`src/rtl/oric_pkg.sv`:
```
// -----------------------------------------------------------------------------
// oric_pkg
// Shared definitions for the tape loader / RAM arbiter slice:
//   - arb_state_t : arbiter FSM states
//   - ld_byte_t   : one buffered loader byte (address + data)
//   - TAP header constants and the default BASIC pointer base address
// -----------------------------------------------------------------------------
package oric_pkg;

    typedef enum logic [2:0] {
        ST_IDLE,
        ST_LOAD,
        ST_DRAIN,
        ST_PATCH,
        ST_DONE
    } arb_state_t;

    typedef struct packed {
        logic [15:0] addr;
        logic [7:0]  data;
    } ld_byte_t;

    // TAP header file-type and autorun codes
    localparam logic [7:0] TAP_TYPE_BASIC = 8'h00;
    localparam logic [7:0] TAP_TYPE_MC    = 8'h80;
    localparam logic [7:0] TAP_AUTORUN    = 8'hC7;

    // First ROM BASIC pointer byte (program/variable pointers follow)
    localparam logic [15:0] PTR_BASE_DEFAULT = 16'h009C;

endpackage

```
`src/rtl/tape_ram_arbiter_if.sv`:
```
// -----------------------------------------------------------------------------
// tape_ram_arbiter_if
// Bundles the loader byte stream, the CPU write bus and the RAM write port.
//   master : drives loader/CPU signals, observes RAM port and status
//   slave  : the arbiter itself
// -----------------------------------------------------------------------------
interface tape_ram_arbiter_if;

    // Cassette loader
    logic        ld_active;
    logic        ld_wr;
    logic [15:0] ld_addr;
    logic [7:0]  ld_dout;
    logic [15:0] ld_end_addr;
    logic        ld_basic;
    logic        ld_autorun;
    logic        autostart_basic;

    // 6502 bus
    logic        cpu_slot;
    logic        cpu_we;
    logic [15:0] cpu_addr;
    logic [7:0]  cpu_dout;

    // RAM write port and status
    logic        ram_we;
    logic [15:0] ram_addr;
    logic [7:0]  ram_din;
    logic        cpu_hold;
    logic        autorun_req;
    logic        overflow;

    modport master (
        output ld_active, ld_wr, ld_addr, ld_dout, ld_end_addr, ld_basic,
               ld_autorun, autostart_basic, cpu_slot, cpu_we, cpu_addr, cpu_dout,
        input  ram_we, ram_addr, ram_din, cpu_hold, autorun_req, overflow
    );

    modport slave (
        input  ld_active, ld_wr, ld_addr, ld_dout, ld_end_addr, ld_basic,
               ld_autorun, autostart_basic, cpu_slot, cpu_we, cpu_addr, cpu_dout,
        output ram_we, ram_addr, ram_din, cpu_hold, autorun_req, overflow
    );

endinterface

```
`src/rtl/tape_ram_arbiter_byte_fifo.sv`:
```
// -----------------------------------------------------------------------------
// byte_fifo
// Small synchronous FIFO with first-word-fall-through read.
//   clk, reset_n : clock, synchronous active-low reset
//   clear_i      : empty the FIFO (same effect as reset on the pointers)
//   push_i/din_i : write request and data; accepted when not full, or when
//                  a pop happens in the same cycle
//   pop_i        : remove head entry; ignored when empty
//   dout_o       : current head entry
//   full_o/empty_o
// -----------------------------------------------------------------------------
module byte_fifo #(
    parameter int DEPTH = 4,
    parameter int WIDTH = 24
) (
    input  logic             clk,
    input  logic             reset_n,
    input  logic             clear_i,
    input  logic             push_i,
    input  logic             pop_i,
    input  logic [WIDTH-1:0] din_i,
    output logic [WIDTH-1:0] dout_o,
    output logic             full_o,
    output logic             empty_o
);

    localparam int AW = $clog2(DEPTH);
    localparam logic [AW:0] FULL_CNT = DEPTH[AW:0];

    logic [WIDTH-1:0] mem_q [DEPTH];
    logic [AW-1:0]    wr_ptr_q, rd_ptr_q;
    logic [AW:0]      count_q;
    logic             push_ok, pop_ok;

    assign empty_o = (count_q == '0);
    assign full_o  = (count_q == FULL_CNT);
    assign dout_o  = mem_q[rd_ptr_q];

    assign pop_ok  = pop_i && !empty_o;
    assign push_ok = push_i && (!full_o || pop_ok);

    always_ff @(posedge clk) begin
        if (!reset_n || clear_i) begin
            wr_ptr_q <= '0;
            rd_ptr_q <= '0;
            count_q  <= '0;
        end else begin
            if (push_ok) wr_ptr_q <= wr_ptr_q + 1'b1;
            if (pop_ok)  rd_ptr_q <= rd_ptr_q + 1'b1;
            case ({push_ok, pop_ok})
                2'b10:   count_q <= count_q + 1'b1;
                2'b01:   count_q <= count_q - 1'b1;
                default: count_q <= count_q;
            endcase
        end
    end

    // NOTE: storage is deliberately not reset; only the pointers define validity,
    // and leaving the array reset-free lets it map onto plain RAM/flops.
    always_ff @(posedge clk) begin
        if (push_ok) mem_q[wr_ptr_q] <= din_i;
    end

endmodule

```
`src/rtl/tape_ram_arbiter.sv`:
```
// -----------------------------------------------------------------------------
// tape_ram_arbiter
// Shares the RAM write port between the CPU and the TAP loader. Loader bytes
// are buffered and written only in non-CPU cycles; after a BASIC load the ROM
// program/variable pointers are patched with the end address and an autorun
// pulse may be raised. The CPU is held while any of this is in progress.
//   clk, reset_n : clock, synchronous active-low reset
//   bus (slave)  : loader inputs, CPU bus inputs, registered RAM port,
//                  cpu_hold, autorun_req pulse, sticky overflow
// -----------------------------------------------------------------------------
module tape_ram_arbiter
    import oric_pkg::*;
#(
    parameter int          FIFO_DEPTH = 4,
    parameter logic [15:0] PTR_BASE   = PTR_BASE_DEFAULT,
    parameter int          PTR_COUNT  = 3
) (
    input  logic                 clk,
    input  logic                 reset_n,
    tape_ram_arbiter_if.slave    bus
);

    localparam logic [2:0] K_LAST = 3'(2 * PTR_COUNT - 1);

    arb_state_t  state_q, state_d;
    logic [2:0]  k_q, k_d;
    logic [15:0] end_addr_q, end_addr_d;
    logic        basic_q, basic_d;
    logic        autorun_q, autorun_d;
    logic        ram_we_q, ram_we_d;
    logic [15:0] ram_addr_q, ram_addr_d;
    logic [7:0]  ram_din_q, ram_din_d;
    logic        cpu_hold_q, cpu_hold_d;
    logic        autorun_req_q, autorun_req_d;
    logic        overflow_q, overflow_d;

    logic        in_load, push_req;
    logic        fifo_clear, fifo_push, fifo_pop, fifo_full, fifo_empty;
    ld_byte_t    fifo_din, fifo_dout;

    assign fifo_din = '{addr: bus.ld_addr, data: bus.ld_dout};

    byte_fifo #(
        .DEPTH (FIFO_DEPTH),
        .WIDTH ($bits(ld_byte_t))
    ) u_fifo (
        .clk     (clk),
        .reset_n (reset_n),
        .clear_i (fifo_clear),
        .push_i  (fifo_push),
        .pop_i   (fifo_pop),
        .din_i   (fifo_din),
        .dout_o  (fifo_dout),
        .full_o  (fifo_full),
        .empty_o (fifo_empty)
    );

    // NOTE: every signal driven here gets a default first, so no latch can be inferred.
    always_comb begin
        state_d       = state_q;
        k_d           = k_q;
        end_addr_d    = end_addr_q;
        basic_d       = basic_q;
        autorun_d     = autorun_q;
        ram_we_d      = 1'b0;
        ram_addr_d    = ram_addr_q;
        ram_din_d     = ram_din_q;
        overflow_d    = overflow_q;
        fifo_clear    = 1'b0;

        in_load   = (state_q == ST_LOAD) || (state_q == ST_DRAIN);
        push_req  = in_load && bus.ld_wr;
        fifo_pop  = in_load && !bus.cpu_slot && !fifo_empty;
        // A pop frees the slot this cycle, so a full FIFO still accepts the push.
        fifo_push = push_req && (!fifo_full || fifo_pop);
        if (push_req && fifo_full && !fifo_pop) overflow_d = 1'b1;

        // RAM port: CPU first, then buffered loader bytes, then pointer patching.
        if (bus.cpu_slot) begin
            ram_we_d   = bus.cpu_we;
            ram_addr_d = bus.cpu_addr;
            ram_din_d  = bus.cpu_dout;
        end else if (fifo_pop) begin
            ram_we_d   = 1'b1;
            ram_addr_d = fifo_dout.addr;
            ram_din_d  = fifo_dout.data;
        end else if (state_q == ST_PATCH) begin
            ram_we_d   = 1'b1;
            ram_addr_d = PTR_BASE + {13'd0, k_q};
            ram_din_d  = k_q[0] ? end_addr_q[15:8] : end_addr_q[7:0];
            if (k_q == K_LAST) begin
                k_d     = 3'd0;
                state_d = ST_DONE;
            end else begin
                k_d = k_q + 3'd1;
            end
        end

        case (state_q)
            ST_IDLE: begin
                if (bus.ld_active) begin
                    state_d    = ST_LOAD;
                    overflow_d = 1'b0;
                    fifo_clear = 1'b1;
                end
            end
            ST_LOAD: begin
                if (!bus.ld_active) begin
                    state_d    = ST_DRAIN;
                    end_addr_d = bus.ld_end_addr;
                    basic_d    = bus.ld_basic;
                    autorun_d  = bus.ld_autorun;
                end
            end
            ST_DRAIN: begin
                // A late byte entering an empty FIFO keeps us draining.
                if (fifo_empty && !fifo_push) state_d = basic_q ? ST_PATCH : ST_DONE;
            end
            ST_PATCH: ;
            ST_DONE:  state_d = ST_IDLE;
            default:  state_d = ST_IDLE;
        endcase

        cpu_hold_d    = (state_d != ST_IDLE);
        autorun_req_d = (state_d == ST_DONE) && autorun_q && bus.autostart_basic;
    end

    // NOTE: sequential state uses non-blocking assignments only.
    always_ff @(posedge clk) begin
        if (!reset_n) begin
            state_q       <= ST_IDLE;
            k_q           <= 3'd0;
            end_addr_q    <= 16'd0;
            basic_q       <= 1'b0;
            autorun_q     <= 1'b0;
            ram_we_q      <= 1'b0;
            ram_addr_q    <= 16'd0;
            ram_din_q     <= 8'd0;
            cpu_hold_q    <= 1'b0;
            autorun_req_q <= 1'b0;
            overflow_q    <= 1'b0;
        end else begin
            state_q       <= state_d;
            k_q           <= k_d;
            end_addr_q    <= end_addr_d;
            basic_q       <= basic_d;
            autorun_q     <= autorun_d;
            ram_we_q      <= ram_we_d;
            ram_addr_q    <= ram_addr_d;
            ram_din_q     <= ram_din_d;
            cpu_hold_q    <= cpu_hold_d;
            autorun_req_q <= autorun_req_d;
            overflow_q    <= overflow_d;
        end
    end

    assign bus.ram_we      = ram_we_q;
    assign bus.ram_addr    = ram_addr_q;
    assign bus.ram_din     = ram_din_q;
    assign bus.cpu_hold    = cpu_hold_q;
    assign bus.autorun_req = autorun_req_q;
    assign bus.overflow    = overflow_q;

endmodule

```
`src/flat_wrapper.sv`:
```
// flat-port wrapper written by rule: the top's interface ports become plain ports
module tape_ram_arbiter_flat import oric_pkg::*;
#(
    parameter int          FIFO_DEPTH = 4,
    parameter logic [15:0] PTR_BASE   = PTR_BASE_DEFAULT,
    parameter int          PTR_COUNT  = 3
)
  (clk, reset_n, bus_ld_active, bus_ld_wr, bus_ld_addr, bus_ld_dout, bus_ld_end_addr, bus_ld_basic, bus_ld_autorun, bus_autostart_basic, bus_cpu_slot, bus_cpu_we, bus_cpu_addr, bus_cpu_dout, bus_ram_we, bus_ram_addr, bus_ram_din, bus_cpu_hold, bus_autorun_req, bus_overflow);
  tape_ram_arbiter_if bus_i ();
  input  logic clk;
  input  logic reset_n;
  input wire logic [$bits(bus_i.ld_active)-1:0] bus_ld_active;
  input wire logic [$bits(bus_i.ld_wr)-1:0] bus_ld_wr;
  input wire logic [$bits(bus_i.ld_addr)-1:0] bus_ld_addr;
  input wire logic [$bits(bus_i.ld_dout)-1:0] bus_ld_dout;
  input wire logic [$bits(bus_i.ld_end_addr)-1:0] bus_ld_end_addr;
  input wire logic [$bits(bus_i.ld_basic)-1:0] bus_ld_basic;
  input wire logic [$bits(bus_i.ld_autorun)-1:0] bus_ld_autorun;
  input wire logic [$bits(bus_i.autostart_basic)-1:0] bus_autostart_basic;
  input wire logic [$bits(bus_i.cpu_slot)-1:0] bus_cpu_slot;
  input wire logic [$bits(bus_i.cpu_we)-1:0] bus_cpu_we;
  input wire logic [$bits(bus_i.cpu_addr)-1:0] bus_cpu_addr;
  input wire logic [$bits(bus_i.cpu_dout)-1:0] bus_cpu_dout;
  output wire logic [$bits(bus_i.ram_we)-1:0] bus_ram_we;
  output wire logic [$bits(bus_i.ram_addr)-1:0] bus_ram_addr;
  output wire logic [$bits(bus_i.ram_din)-1:0] bus_ram_din;
  output wire logic [$bits(bus_i.cpu_hold)-1:0] bus_cpu_hold;
  output wire logic [$bits(bus_i.autorun_req)-1:0] bus_autorun_req;
  output wire logic [$bits(bus_i.overflow)-1:0] bus_overflow;
  assign bus_i.ld_active = bus_ld_active;
  assign bus_i.ld_wr = bus_ld_wr;
  assign bus_i.ld_addr = bus_ld_addr;
  assign bus_i.ld_dout = bus_ld_dout;
  assign bus_i.ld_end_addr = bus_ld_end_addr;
  assign bus_i.ld_basic = bus_ld_basic;
  assign bus_i.ld_autorun = bus_ld_autorun;
  assign bus_i.autostart_basic = bus_autostart_basic;
  assign bus_i.cpu_slot = bus_cpu_slot;
  assign bus_i.cpu_we = bus_cpu_we;
  assign bus_i.cpu_addr = bus_cpu_addr;
  assign bus_i.cpu_dout = bus_cpu_dout;
  assign bus_ram_we = bus_i.ram_we;
  assign bus_ram_addr = bus_i.ram_addr;
  assign bus_ram_din = bus_i.ram_din;
  assign bus_cpu_hold = bus_i.cpu_hold;
  assign bus_autorun_req = bus_i.autorun_req;
  assign bus_overflow = bus_i.overflow;
  tape_ram_arbiter #(.FIFO_DEPTH(FIFO_DEPTH), .PTR_BASE(PTR_BASE), .PTR_COUNT(PTR_COUNT)) u_core (.clk(clk), .reset_n(reset_n), .bus(bus_i));
endmodule
```
`config.mk`:
```
export PLATFORM = sky130hd
export DESIGN_NAME = tape_ram_arbiter_flat
export DESIGN_NICKNAME = d
export VERILOG_FILES = /design/src/rtl/oric_pkg.sv /design/src/rtl/tape_ram_arbiter_if.sv /design/src/rtl/tape_ram_arbiter_byte_fifo.sv /design/src/rtl/tape_ram_arbiter.sv /design/src/flat_wrapper.sv
export SDC_FILE = /design/constraint.sdc
export NUM_CORES = 1
export LEC_CHECK = 0
export BUFFER_PORTS_ARGS = -buffer_cell sky130_fd_sc_hd__buf_2
export CAP_MARGIN = 10
export CORE_UTILIZATION = 45
export DETAILED_ROUTE_END_ITERATION = 7
export PLACE_DENSITY = 0.75
export SLEW_MARGIN = 20
export SYNTH_ARGS = -nofsm -noshare
export SYNTH_HDL_FRONTEND = slang
export SYNTH_HIERARCHICAL = 1
export SYNTH_SLANG_ARGS = --single-unit
export TNS_END_PERCENT = 50
```
`constraint.sdc`:
```
create_clock -name clk -period 6.08 [get_ports clk]
set_input_delay 0.608 -clock clk [delete_from_list [all_inputs] [get_ports clk]]
set_output_delay 0.608 -clock clk [all_outputs]
set_load 0.05 [all_outputs]
```
==> reports/metrics.csv <==
stage;metric;value;unit
cts;hold_buffers;0;
cells_and_area;antenna_cells;0;
synth;ys_types;55;
detailed_routing;vias;4258;
placed_design;place_congestion;0.866;
synth;yosys.area.top_type_share;0.449;
synth;synth_top_area_cell;edfxtp_1;
cells_and_area;num-fill-cells;1134;
floorplan;die_area;14700;um^2
sta;setup_violations;0;
floorplan;die_h;121;um
power_and_ir_drop;finalPower;0.00242;W
worst_setup_path;crit_chain;nor3_1 > or2_1 > or3_4 > a21boi_1 > o21a_4 > and2_2;
sta;rsz0062_at_grt;false;
cells_and_area;layout_commonest_cell;buf_2;
synth;synth_area_leaders;edfxtp_1 45%, dfxtp_1 19%, mux4_2 8.4%;
run_status;status;complete, no violations;
floorplan;num_rows;43;
power_and_ir_drop;p_int;0.00187;W
sta;relSlewSlack;0.210;
cts;post_cts_resize_count;0;
detailed_routing;ant_nets;0;
synth;avgSynthCellArea;13.3;um^2
grt;track_usage;0.203;
placed_design;io_buffers;100;
synth;synth_fp_nets;561;
cells_and_area;seq_area;4110;um^2
cells_and_area;layout.nets;647;
grt;antenna_found_initial;0;
worst_setup_path;cp_slowest_stage_delay;670;ps
worst_setup_path;path_class;reg -> reg;
grt;grt_max_degree;42;
sta;setup_tns;0;ps
cts;cts.sinks;157;
cells_and_area;mostFrequentLayoutCells;100 x buf_2, 96 x edfxtp_1, 60 x nand2_1, 60 x dfxtp_1, 35 x a21oi_1;
grt;grt_pass1_vias;4195;
power_and_ir_drop;power.share.combinational;0.067;
floorplan;core_area;13900;um^2
synth;synthFlopType;edfxtp_1;
cts;cts.htree.levels;4;
worst_setup_path;cp.required;6140;ps
power_and_ir_drop;p_seq_frac;0.482;
worst_setup_path;arrival;3330;ps
synth;synth_warnings;6;
power_and_ir_drop;p_sw_frac;0.229;
grt;grt-ovfl-total;0;
power_and_ir_drop;power_frac_clock;0.450;
floorplan;num_io_pins;101;
worst_setup_path;slowest_stage;a21boi_1;
cells_and_area;drive_gt1_frac;0.290;
synth;synth_seq_cells;157;
synth;ys_seq_area_frac;0.640;
synth;synth_edf_count;96;
worst_hold_path;hp-class;in -> reg;
detailed_routing;drc;0;
detailed_routing;first_pass_iters;7;
synth;async_flop_share;0;
detailed_routing;drt_iter0_markers;338;
detailed_routing;vias_per_cell;5.59;
cts;clk_path_buf_depth;2;
sta;drv_slew;0;
sta;worst_slew_pin_slew;1180;ps
worst_setup_path;start_kind;flop;
power_and_ir_drop;power_density;320;nW/um^2
detailed_routing;wl_per_cell;18.5;um
sta;layout_min_cycle_time;3270;ps
run;drv_cap;0;
worst_setup_path;crit_fanout;24;
floorplan;die_w;121;um
cts;cts_tree;built;
synth;synthCells;483;
sta;fin_skew;8.23;ps
cts;clk_latency;430;ps
cells_and_area;area_delta_synth_final;18.0;%
synth;syn_area;6410;um^2
cts;clock-root-buffer;clkbuf_16;
cts;numCtsBuffers;17;
worst_setup_path;critPathTopFamily;simple AND/OR/NAND/NOR gates;
cells_and_area;multiInputGateArea;2080;um^2
sta;max_freq;0.306;GHz
detailed_routing;drt-total-wl;14.1;mm
grt;grt_pass1_wl;21.6;mm
cts;cts_post_setup_buffers_inserted;0;
sta;hold_violations;0;
power_and_ir_drop;ir_drop;0.295;mV
worst_setup_path;end_kind;flop;
power_and_ir_drop;switchingPower;0.000555;W
power_and_ir_drop;cellLeakagePower;2.65;nW
worst_setup_path;cp_num_buf_inv;0;
placed_design;dpl.hpwl;9.41;mm
sta;period_share;0.538;
cts;clkTransAtPathRegs;70;ps
floorplan;start_util;0.462;
[cell type report]
cell class	instances	share of cell area
Clock buffer	20	0.0590
Inverter	11	0.00545
Sequential cell	157	0.542
Multi-Input combinational cell	280	0.274
Tap cell	180	0.0297
Timing Repair Buffer	102	0.0681
Clock inverter	12	0.0210
[through the flow]
step / std cells / util / hold WS, ps / setup WS (ps) / area (um^2)
after global routing: 762 / 0.545 / 370 / 2620 / 7570
after CTS: 762 / 0.545 / 374 / 2560 / 7570
after global placement: 730 / 0.502 / 442 / 2590 / 6960
final: 762 / 0.545 / 391 / 2810 / 7570
after floorplan: 483 / - / 414 / 3390 / 6410
after detailed placement: 730 / 0.502 / 447 / 2450 / 6960
[per-layer routing]
layer | part of all wire | vias up | GRT usage
li1 | - | 1990 | -
met1 | 0.42 | 2056 | 0.242
met2 | 0.50 | 173 | 0.330
met3 | 0.051 | 39 | 0.0583
met4 | 0.029 | 0 | 0.109
met5 | 0 | - | 0
[registers in the layout, indices dropped and copies added (netlist names), 2 cells and up, named ones only]
register	count
u_core/state_q	3
u_core/u_fifo/mem_q	96
u_core/bus.ram_din	8
u_core/u_fifo/count_q	3
u_core/bus.ram_addr	16
u_core/k_q	3
u_core/u_fifo/rd_ptr_q	2
u_core/u_fifo/wr_ptr_q	2
u_core/end_addr_q	16
[final timing paths]
kind	start	endpoint	slack, ps	cells past startpoint
worst max-delay path	u_core/u_fifo/count_q[2]	u_core/u_fifo/mem_q[1][15]	2810	6
worst min-delay path	bus_ld_dout[7]	u_core/u_fifo/mem_q[0][7]	390	1
worst max register to register	u_core/u_fifo/count_q[2]	u_core/u_fifo/mem_q[1][15]	2810	6
worst min register to register	u_core/end_addr_q[4]	u_core/end_addr_q[4]	450	2
[kinds of logic (layout without fill, tap and decap cells)]
| kind of cell | count (synthesis) | in the layout | synth area share |
|---|---|---|---|
| buf+inv | 46 | 145 | 0.0361 |
| simple gates | 136 | 136 | 0.102 |
| mux | 36 | 36 | 0.103 |
| xor+xnor | 7 | 7 | 0.00956 |
| flops | 157 | 157 | 0.640 |
| compound gates | 96 | 96 | 0.0981 |
| fa+ha+maj | 5 | 5 | 0.0109 |
[power groups by stage]
stage	clock, W	combinational [W]	sequential [W]
floorplan	0	0.0000675	0.00123
global placement	0	0.000158	0.00119
detailed placement	0	0.000163	0.00119
CTS	0.00111	0.000163	0.00117
global route	0.00115	0.000175	0.00117
finish	0.00109	0.000163	0.00117
[synthesized netlist by cell type, drive strengths merged (2+ instances only)]
master / instances
a21oi: 35
a22oi: 9
a311oi: 8
a31oi: 3
and2: 4
and3: 2
buf: 20
clkbuf: 15
dfxtp: 61
edfxtp: 96
ha: 4
inv: 10
mux2i: 12
mux4: 24
nand2: 60
nand2b: 5
nand3: 17
nand3b: 2
nor2: 14
nor2b: 4
nor3: 16
o211ai: 9
o21ai: 14
o221ai: 3
o311ai: 2
o32ai: 3
or2: 4
or3: 2
xnor2: 5
xor2: 2
No activity file was read; power rests on OpenSTA's default activity.
